## config.mk

```make
export PLATFORM = sky130hd
export DESIGN_NAME = axis_frame_src
export DESIGN_NICKNAME = d
export VERILOG_FILES = /design/src/rtl/axis_frame_src.sv
export SDC_FILE = /design/constraint.sdc
export NUM_CORES = 1
export LEC_CHECK = 0
export ABC_AREA = 1
export CELL_PAD_IN_SITES_DETAIL_PLACEMENT = 0
export CELL_PAD_IN_SITES_GLOBAL_PLACEMENT = 1
export CORE_MARGIN = 2
export CORE_UTILIZATION = 41
export CTS_CLUSTER_DIAMETER = 200
export DETAILED_ROUTE_END_ITERATION = 10
export MAX_ROUTING_LAYER = met4
export PLACE_DENSITY_LB_ADDON = 0.05
export SLEW_MARGIN = 0
export SYNTH_ARGS = -nofsm -noshare
export SYNTH_HDL_FRONTEND = slang
export SYNTH_SLANG_ARGS = --single-unit
```

## constraint.sdc

```tcl
create_clock -name clk_i -period 2.6 [get_ports clk_i]
set_input_delay 0.26 -clock clk_i [delete_from_list [all_inputs] [get_ports clk_i]]
set_output_delay 0.26 -clock clk_i [all_outputs]
set_load 0.02 [all_outputs]
```

## src/rtl/axis_frame_src.sv

```systemverilog
// axis_frame_src
// AXI-Stream test-pattern frame source. Sends NUM_LINE lines of NUM_PIX 8-bit
// pixels into the filter's input port, then pulses done_o. tlast marks the
// last pixel of each line and tuser marks the first pixel of the frame.
// LINE_GAP idle cycles are inserted after every line except the last.
//
// Ports
//   clk_i          clock
//   rst_i          synchronous active-high reset (aborts a frame at once)
//   start_i        one-cycle pulse, begins a frame when idle
//   mode_i[1:0]    pattern: 0 h-ramp, 1 v-ramp, 2 8x8 checker, 3 constant
//   const_i[7:0]   pixel value used by pattern 3
//   axis_tready_i  downstream ready
//   axis_tdata_o   pixel
//   axis_tvalid_o  beat valid
//   axis_tkeep_o   byte qualifier, follows axis_tvalid_o
//   axis_tlast_o   last pixel of a line
//   axis_tuser_o   first pixel of the frame
//   busy_o         frame in progress
//   done_o         one-cycle pulse after the final beat is accepted
module axis_frame_src #(
  parameter int NUM_PIX  = 640,
  parameter int NUM_LINE = 512,
  parameter int LINE_GAP = 100
) (
  input  logic       clk_i,
  input  logic       rst_i,
  input  logic       start_i,
  input  logic [1:0] mode_i,
  input  logic [7:0] const_i,
  input  logic       axis_tready_i,
  output logic [7:0] axis_tdata_o,
  output logic       axis_tvalid_o,
  output logic       axis_tkeep_o,
  output logic       axis_tlast_o,
  output logic       axis_tuser_o,
  output logic       busy_o,
  output logic       done_o
);

  localparam int PW = (NUM_PIX  > 1) ? $clog2(NUM_PIX)      : 1;
  localparam int LW = (NUM_LINE > 1) ? $clog2(NUM_LINE)     : 1;
  localparam int GW = (LINE_GAP > 0) ? $clog2(LINE_GAP + 1) : 1;

  localparam logic [PW-1:0] PIX_LAST  = PW'(NUM_PIX - 1);
  localparam logic [LW-1:0] LINE_LAST = LW'(NUM_LINE - 1);
  localparam logic [GW-1:0] GAP_LAST  = GW'(LINE_GAP - 1);
  localparam logic          ONE_PIX   = (NUM_PIX == 1);

  typedef enum logic [1:0] {IDLE, LINE, GAP, DONE} state_t;

  state_t        state_q;
  logic [PW-1:0] pix_q;
  logic [LW-1:0] line_q;
  logic [GW-1:0] gap_q;
  logic [1:0]    mode_q;
  logic [7:0]    const_q;
  logic [7:0]    tdata_q;
  logic          tvalid_q;
  logic          tlast_q;
  logic          tuser_q;
  logic          busy_q;
  logic          done_q;

  logic [PW-1:0] pixNext_d;
  logic [LW-1:0] lineNext_d;
  logic          accept_d;

  // Pixel value for coordinate (p, l); only the low 8 bits of each index matter.
  function automatic logic [7:0] pattern(input logic [7:0] p, input logic [7:0] l,
                                         input logic [1:0] m, input logic [7:0] c);
    logic [7:0] r;
    case (m)
      2'd0:    r = p;
      2'd1:    r = l;
      2'd2:    r = (p[3] ^ l[3]) ? 8'hFF : 8'h00;
      default: r = c;
    endcase
    return r;
  endfunction

  assign pixNext_d  = pix_q + PW'(1);
  assign lineNext_d = line_q + LW'(1);
  assign accept_d   = tvalid_q & axis_tready_i;

  // The output beat is always computed one cycle ahead, from the coordinate
  // that will be presented next, so every output comes straight off a flop and
  // a new beat follows an accepted one with no bubble.
  always_ff @(posedge clk_i) begin
    if (rst_i) begin
      state_q  <= IDLE;
      pix_q    <= '0;
      line_q   <= '0;
      gap_q    <= '0;
      mode_q   <= '0;
      const_q  <= '0;
      tdata_q  <= '0;
      tvalid_q <= 1'b0;
      tlast_q  <= 1'b0;
      tuser_q  <= 1'b0;
      busy_q   <= 1'b0;
      done_q   <= 1'b0;
    end else begin
      done_q <= 1'b0;
      case (state_q)
        IDLE: begin
          if (start_i) begin
            state_q  <= LINE;
            mode_q   <= mode_i;
            const_q  <= const_i;
            pix_q    <= '0;
            line_q   <= '0;
            busy_q   <= 1'b1;
            tvalid_q <= 1'b1;
            tuser_q  <= 1'b1;
            tlast_q  <= ONE_PIX;
            tdata_q  <= pattern(8'd0, 8'd0, mode_i, const_i);
          end
        end
        LINE: begin
          if (accept_d) begin
            tuser_q <= 1'b0;
            if (pix_q == PIX_LAST) begin
              pix_q <= '0;
              if (line_q == LINE_LAST) begin
                state_q  <= DONE;
                tvalid_q <= 1'b0;
                tlast_q  <= 1'b0;
                busy_q   <= 1'b0;
                done_q   <= 1'b1;
              end else if (LINE_GAP == 0) begin
                // No gap: first pixel of the next line goes out immediately.
                line_q  <= lineNext_d;
                tlast_q <= ONE_PIX;
                tdata_q <= pattern(8'd0, 8'(lineNext_d), mode_q, const_q);
              end else begin
                state_q  <= GAP;
                gap_q    <= '0;
                tvalid_q <= 1'b0;
                tlast_q  <= 1'b0;
              end
            end else begin
              pix_q   <= pixNext_d;
              tlast_q <= (pixNext_d == PIX_LAST);
              tdata_q <= pattern(8'(pixNext_d), 8'(line_q), mode_q, const_q);
            end
          end
        end
        GAP: begin
          // tvalid is raised on the flop update of the last gap cycle so that
          // exactly LINE_GAP cycles show tvalid low; tready is not looked at.
          if (gap_q == GAP_LAST) begin
            state_q  <= LINE;
            line_q   <= lineNext_d;
            tvalid_q <= 1'b1;
            tlast_q  <= ONE_PIX;
            tdata_q  <= pattern(8'd0, 8'(lineNext_d), mode_q, const_q);
          end else begin
            gap_q <= gap_q + GW'(1);
          end
        end
        DONE: begin
          state_q <= IDLE;
        end
        default: begin
          state_q <= IDLE;
        end
      endcase
    end
  end

  assign axis_tdata_o  = tdata_q;
  assign axis_tvalid_o = tvalid_q;
  assign axis_tkeep_o  = tvalid_q;
  assign axis_tlast_o  = tlast_q;
  assign axis_tuser_o  = tuser_q;
  assign busy_o        = busy_q;
  assign done_o        = done_q;

endmodule
```

# Word level (Yosys, flattened, before mapping)

Cells that the tools add are included.

Add/sub/neg operators: 3
Equality and inequality tests: 19
Mux-type cells: 45
Bitwise gates (word level): 5
Reduce and logical (&&, ||, !) cells: 18

Operator list:

| operator                                                         | count |
|---|---|
| 8-bit case mux with 3 select lines                               | 3 |
| 8-bit 2-to-1 mux                                                 | 7 |
| 10-bit 2-to-1 mux                                                | 3 |
| 7-bit 2-to-1 mux                                                 | 4 |
| 10-bit == test (second input constant)                           | 2 |
| 10-bit case mux with 2 select lines                              | 1 |
| 5-bit AND reduction                                              | 4 |
| 9-bit 2-to-1 mux                                                 | 2 |
| 9-bit case mux with 2 select lines                               | 1 |
| 2-bit inequality test (second input constant)                    | 8 |
| 1-bit 2-to-1 mux                                                 | 14 |
| 7-bit case mux with 2 select lines                               | 1 |
| 10-bit by 1-bit adder with 10-bit output (second input constant) | 1 |
| 9-bit by 1-bit adder with 9-bit output (second input constant)   | 1 |
| 9-bit == test (second input constant)                            | 1 |
| 2-bit == test (second input constant)                            | 4 |
| 2-bit 2-to-1 mux                                                 | 4 |
| 2-bit case mux with 4 select lines                               | 1 |
| 4-bit AND reduction                                              | 2 |
| 7-bit by 1-bit adder with 7-bit output (second input constant)   | 1 |
| 7-bit == test (second input constant)                            | 1 |
| 2-bit by 1-bit == test with 1-bit output (second input constant) | 3 |
| 2-bit zero test                                                  | 3 |
| 1-bit case mux with 3 select lines                               | 2 |
| other kinds (10)                                                 | 16 |

Register bits: 51
Input port bits: 14
Output and inout port bits: 14
Logic and storage cells: 102

# Longest topological paths before layout

Depth in word-level cells: 7
Gate-level depth with buffers: 13
Mapped depth without buffers: 13

# Least setup slack after synthesis

Ideal clock, no wire load.

Path kind: register to register
Start point: register line_q[0]
End point: register gap_q[1]
Arrival: 1.819 ns
Required time: 2.530 ns
Setup slack: 0.711 ns
Stages on the path, launching flop included: 13
Cells stage by stage: dfxtp_1 -> ha_1 -> nand2_1 -> nor2_1 -> nand3_1 -> nor2_1 -> ha_1 -> nand2_1 -> and3_1 -> buf_4 -> nand2_4 -> nand2_1 -> a21oi_1

Word-level cells in the longest chain between the ends: 3

Ends and longest elaborated chain:

| what                                   | RTL line | text |
|---|---|---|
| start: declaration                     | 54       | `logic [LW-1:0] line_q;` |
| start signal: assignment               | 133      | `line_q <= lineNext_d;` |
| start signal: assignment               | 154      | `line_q <= lineNext_d;` |
| 9-bit == test                          | 125      | `if (line_q == LINE_LAST) begin` |
| 2-bit inequality test (no source line) | -        |  |
| 5-bit AND reduction (no source line)   | -        |  |
| end signal: assignment                 | 159      | `gap_q <= gap_q + GW'(1);` |
| end: declaration                       | 55       | `logic [GW-1:0] gap_q;` |

No other way between the ends.
A chain may end at the register's enable or synchronous reset.

# Worst setup path in the final report

Start point: register line_q[0]
End point: register gap_q[3]

The elaborated chain is that of the path after synthesis.

==> impl_metrics.tcl <==
set metrics [dict create \
    antenna_found_initial 0 \
    dp_hpwl_mm 6.334 \
    net-switching-power_mw 0.8476 \
    end_kind "register" \
    ios 28 \
    final_cell_area_um2 3493 \
    gp_congestion 0.8858 \
    tns_ns 0 \
    hp-class "register to register" \
    fp.coreArea_um2 7214 \
    grt_max_degree 27 \
    status "completed" \
    min_to "axis_tuser_o" \
    chipWidth_um 89.92 \
    critPathKind "register to register" \
    post-route-util 0.4842 \
    drtIter0Drc 136 \
    die_area_um2 8086 \
    r2r-end "gap_q[3]" \
    area_delta_synth_final_pct 15.42 \
    irDropWorstVdd_uv 297.2 \
    seq_power_share 0.425 \
    slew_headroom 0.6446 \
    place_area_um2 3411 \
    rrSetupSlack_ns 0.43 \
    hold_path.startpoint "axis_tuser_o" \
    finalNonFillerCells 593 \
    synthArstFlopShare 0 \
    tightest_slew_ns 0.5312 \
    switching_share 0.3891 \
    grt_pass1_vias 2913 \
    grt_setup_unrepaired "false" \
    cts_max_level 2 \
    cts_tree "built" \
    fin_worst_skew_ns 0.01028 \
    drc 0 \
    drive_gt1_frac 0.07895 \
    intPower_mw 1.331 \
    power_mw 2.178 \
    postRouteAntennaNets 0 \
    port_buffers 27 \
    synth.avg_cell_area_um2 6.481 \
    syn_inst 467 \
    gr-total-overflow 0 \
    wl_mm 8.444 \
    crit_fanout 8 \
    finalWorstSetupSlack_ns 0.4350 \
    p_clk_frac 0.217 \
    share_comb_of_total_power 0.358 \
    hold_path_depth 2 \
    nets 518 \
    fmax_mhz 461.9 \
    worst_ep_arrival_time_ns 2.42 \
    synth_area_um2 3027 \
    fp.dieH_um 89.92 \
    r2r-start "line_q[0]" \
    vias 3000 \
    synth_seq_cells 51 \
    start_util 0.4195 \
    pre_cts_ws_ns 0.4514 \
    syn_nets 491 \
    synth_cell_types 36 \
    final.min_clock_period_ns 2.165 \
    p_leak_nw 1.447 \
    cp-start-kind "register" \
    num_rows 31 \
    grt_use_total 0.2266 \
    slew_violations 0 \
    via_per_inst 5.059 \
    fin_crit_sh 0.8327 \
    cts_resized 0 \
    synth_edf_count 0 \
    finalSetupViolations 0 \
    finalHoldViolCount 0 \
    place_inst 586 \
    cts_made_buffers 5 \
    clock_latency_ns 0.32 \
    cts.sinks 51 \
    clockRootBuffer "clkbuf_8" \
    wl_per_cell_um 14.24 \
    ctsLongestPathBuffers 2 \
    holdBufCountCts 0 \
    p_per_area_nw_per_um2 623.6 \
    ys_seq_area_frac 0.3373 \
    holdWs_ns 0.4717 \
    reg2reg_depth 11 \
    clkSlewWorstSetupHoldPaths_ns 0.10 \
    grt_pass1_wl_mm 14.43 \
    cp.required_ns 2.86 \
    firstDrtPassIters 4 \
    max_cap_viol_count 0 \
    post_cts_buffers 0 \
    synth_ff_type "dfxtp_1" \
    synth_warnings 0 \
    diodes 0 \
]
## routing by layer
metal | track usage | share of wire | vias to the layer above
met4 | 0.09615 | 0.026 | 0
met3 | 0.02850 | 0.033 | 14
met1 | 0.2937 | 0.49 | 1376
met5 | - | 0 | -
li1 | - | - | 1565
met2 | 0.3592 | 0.45 | 45
## synth_stat cells, types with 8 or more instances
cell      instances  share of area
nand2_1         136           0.17
ha_1             10          0.041
dfxtp_1          51           0.34
o21ai_0          19          0.031
nand3_1          28          0.046
nor2_1           55          0.068
inv_2            10          0.012
a21oi_1          43          0.071
a211oi_1          8          0.020
o21ai_1          17          0.028
inv_1            34          0.042
clkbuf_1         10          0.012
## worst max path at each step
stage                             start         endpoint  depth (start not counted)
after floorplan               line_q[0]         gap_q[1]                         12
final                         line_q[0]         gap_q[3]                         11
after global placement    axis_tready_i  axis_tdata_o[6]                         10
after global routing          line_q[0]         gap_q[1]                         11
after detailed placement      line_q[0]         gap_q[3]                         11
after CTS                     line_q[0]         gap_q[3]                         11
## flip-flops by register name, summed over array words and instances (netlist names)
| signal | count |
|---|---|
| axis_tdata_o | 8 |
| mode_q | 2 |
| axis_tlast_o | 1 |
| const_q | 8 |
| pix_q | 10 |
| axis_tkeep_o | 1 |
| done_o | 1 |
| gap_q | 7 |
| state_q | 2 |
| busy_o | 1 |
| line_q | 9 |
| axis_tuser_o | 1 |
## layout make-up
cell class | count | area (um^2)
fillers | 772 | 3721
well taps | 99 | 123.9
inverters | 45 | 168.9
repair buffers | 34 | 322.8
multi-input cells | 357 | 1774
flip-flops and latches | 51 | 1021
clock inverters | 2 | 13.76
clock buffers | 5 | 68.82
## power groups by stage
stage	Clock [mW]	Sequential, mW	Combinational [mW]
after floorplan	0	0.982	0.477
after global placement	0	0.942	0.786
after detailed placement	0	0.943	0.783
after CTS	0.489	0.926	0.785
after global routing	0.506	0.940	0.869
final	0.472	0.926	0.780
## placed cells by master (no fill, tap or decap), drive strengths merged, types with 4 or more instances in the layout
master and n:
inv 44, nand3 30, dfxtp 51, buf 7
clkbuf 5, nand2 139, or2 4, o21ai 39
clkdlybuf4s50 27, ha 10, nor2 59, nand4 6
a211oi 8, xor2 4, a21oi 44
## worst max-delay path, stage by stage (launching register included)
cell and delay, ns:
dfxtp_1 0.44, ha_1 0.21, nand2_1 0.08, nor2_1 0.17, nand3_1 0.13, nor2_1 0.13
ha_1 0.22, nand2_1 0.08, and3_1 0.29, nand2_4 0.15, nand2_1 0.06, a21oi_1 0.13
## cells by family after synthesis
kind of cell / count (synthesis) / share of synthesized area
buf+inv: 59 / 0.07648
xor+xnor: 6 / 0.01736
simple gates: 245 / 0.3530
compound gates: 96 / 0.1745
flops: 51 / 0.3373
fa+ha+maj: 10 / 0.04134
(Power assumes the default switching activity.)
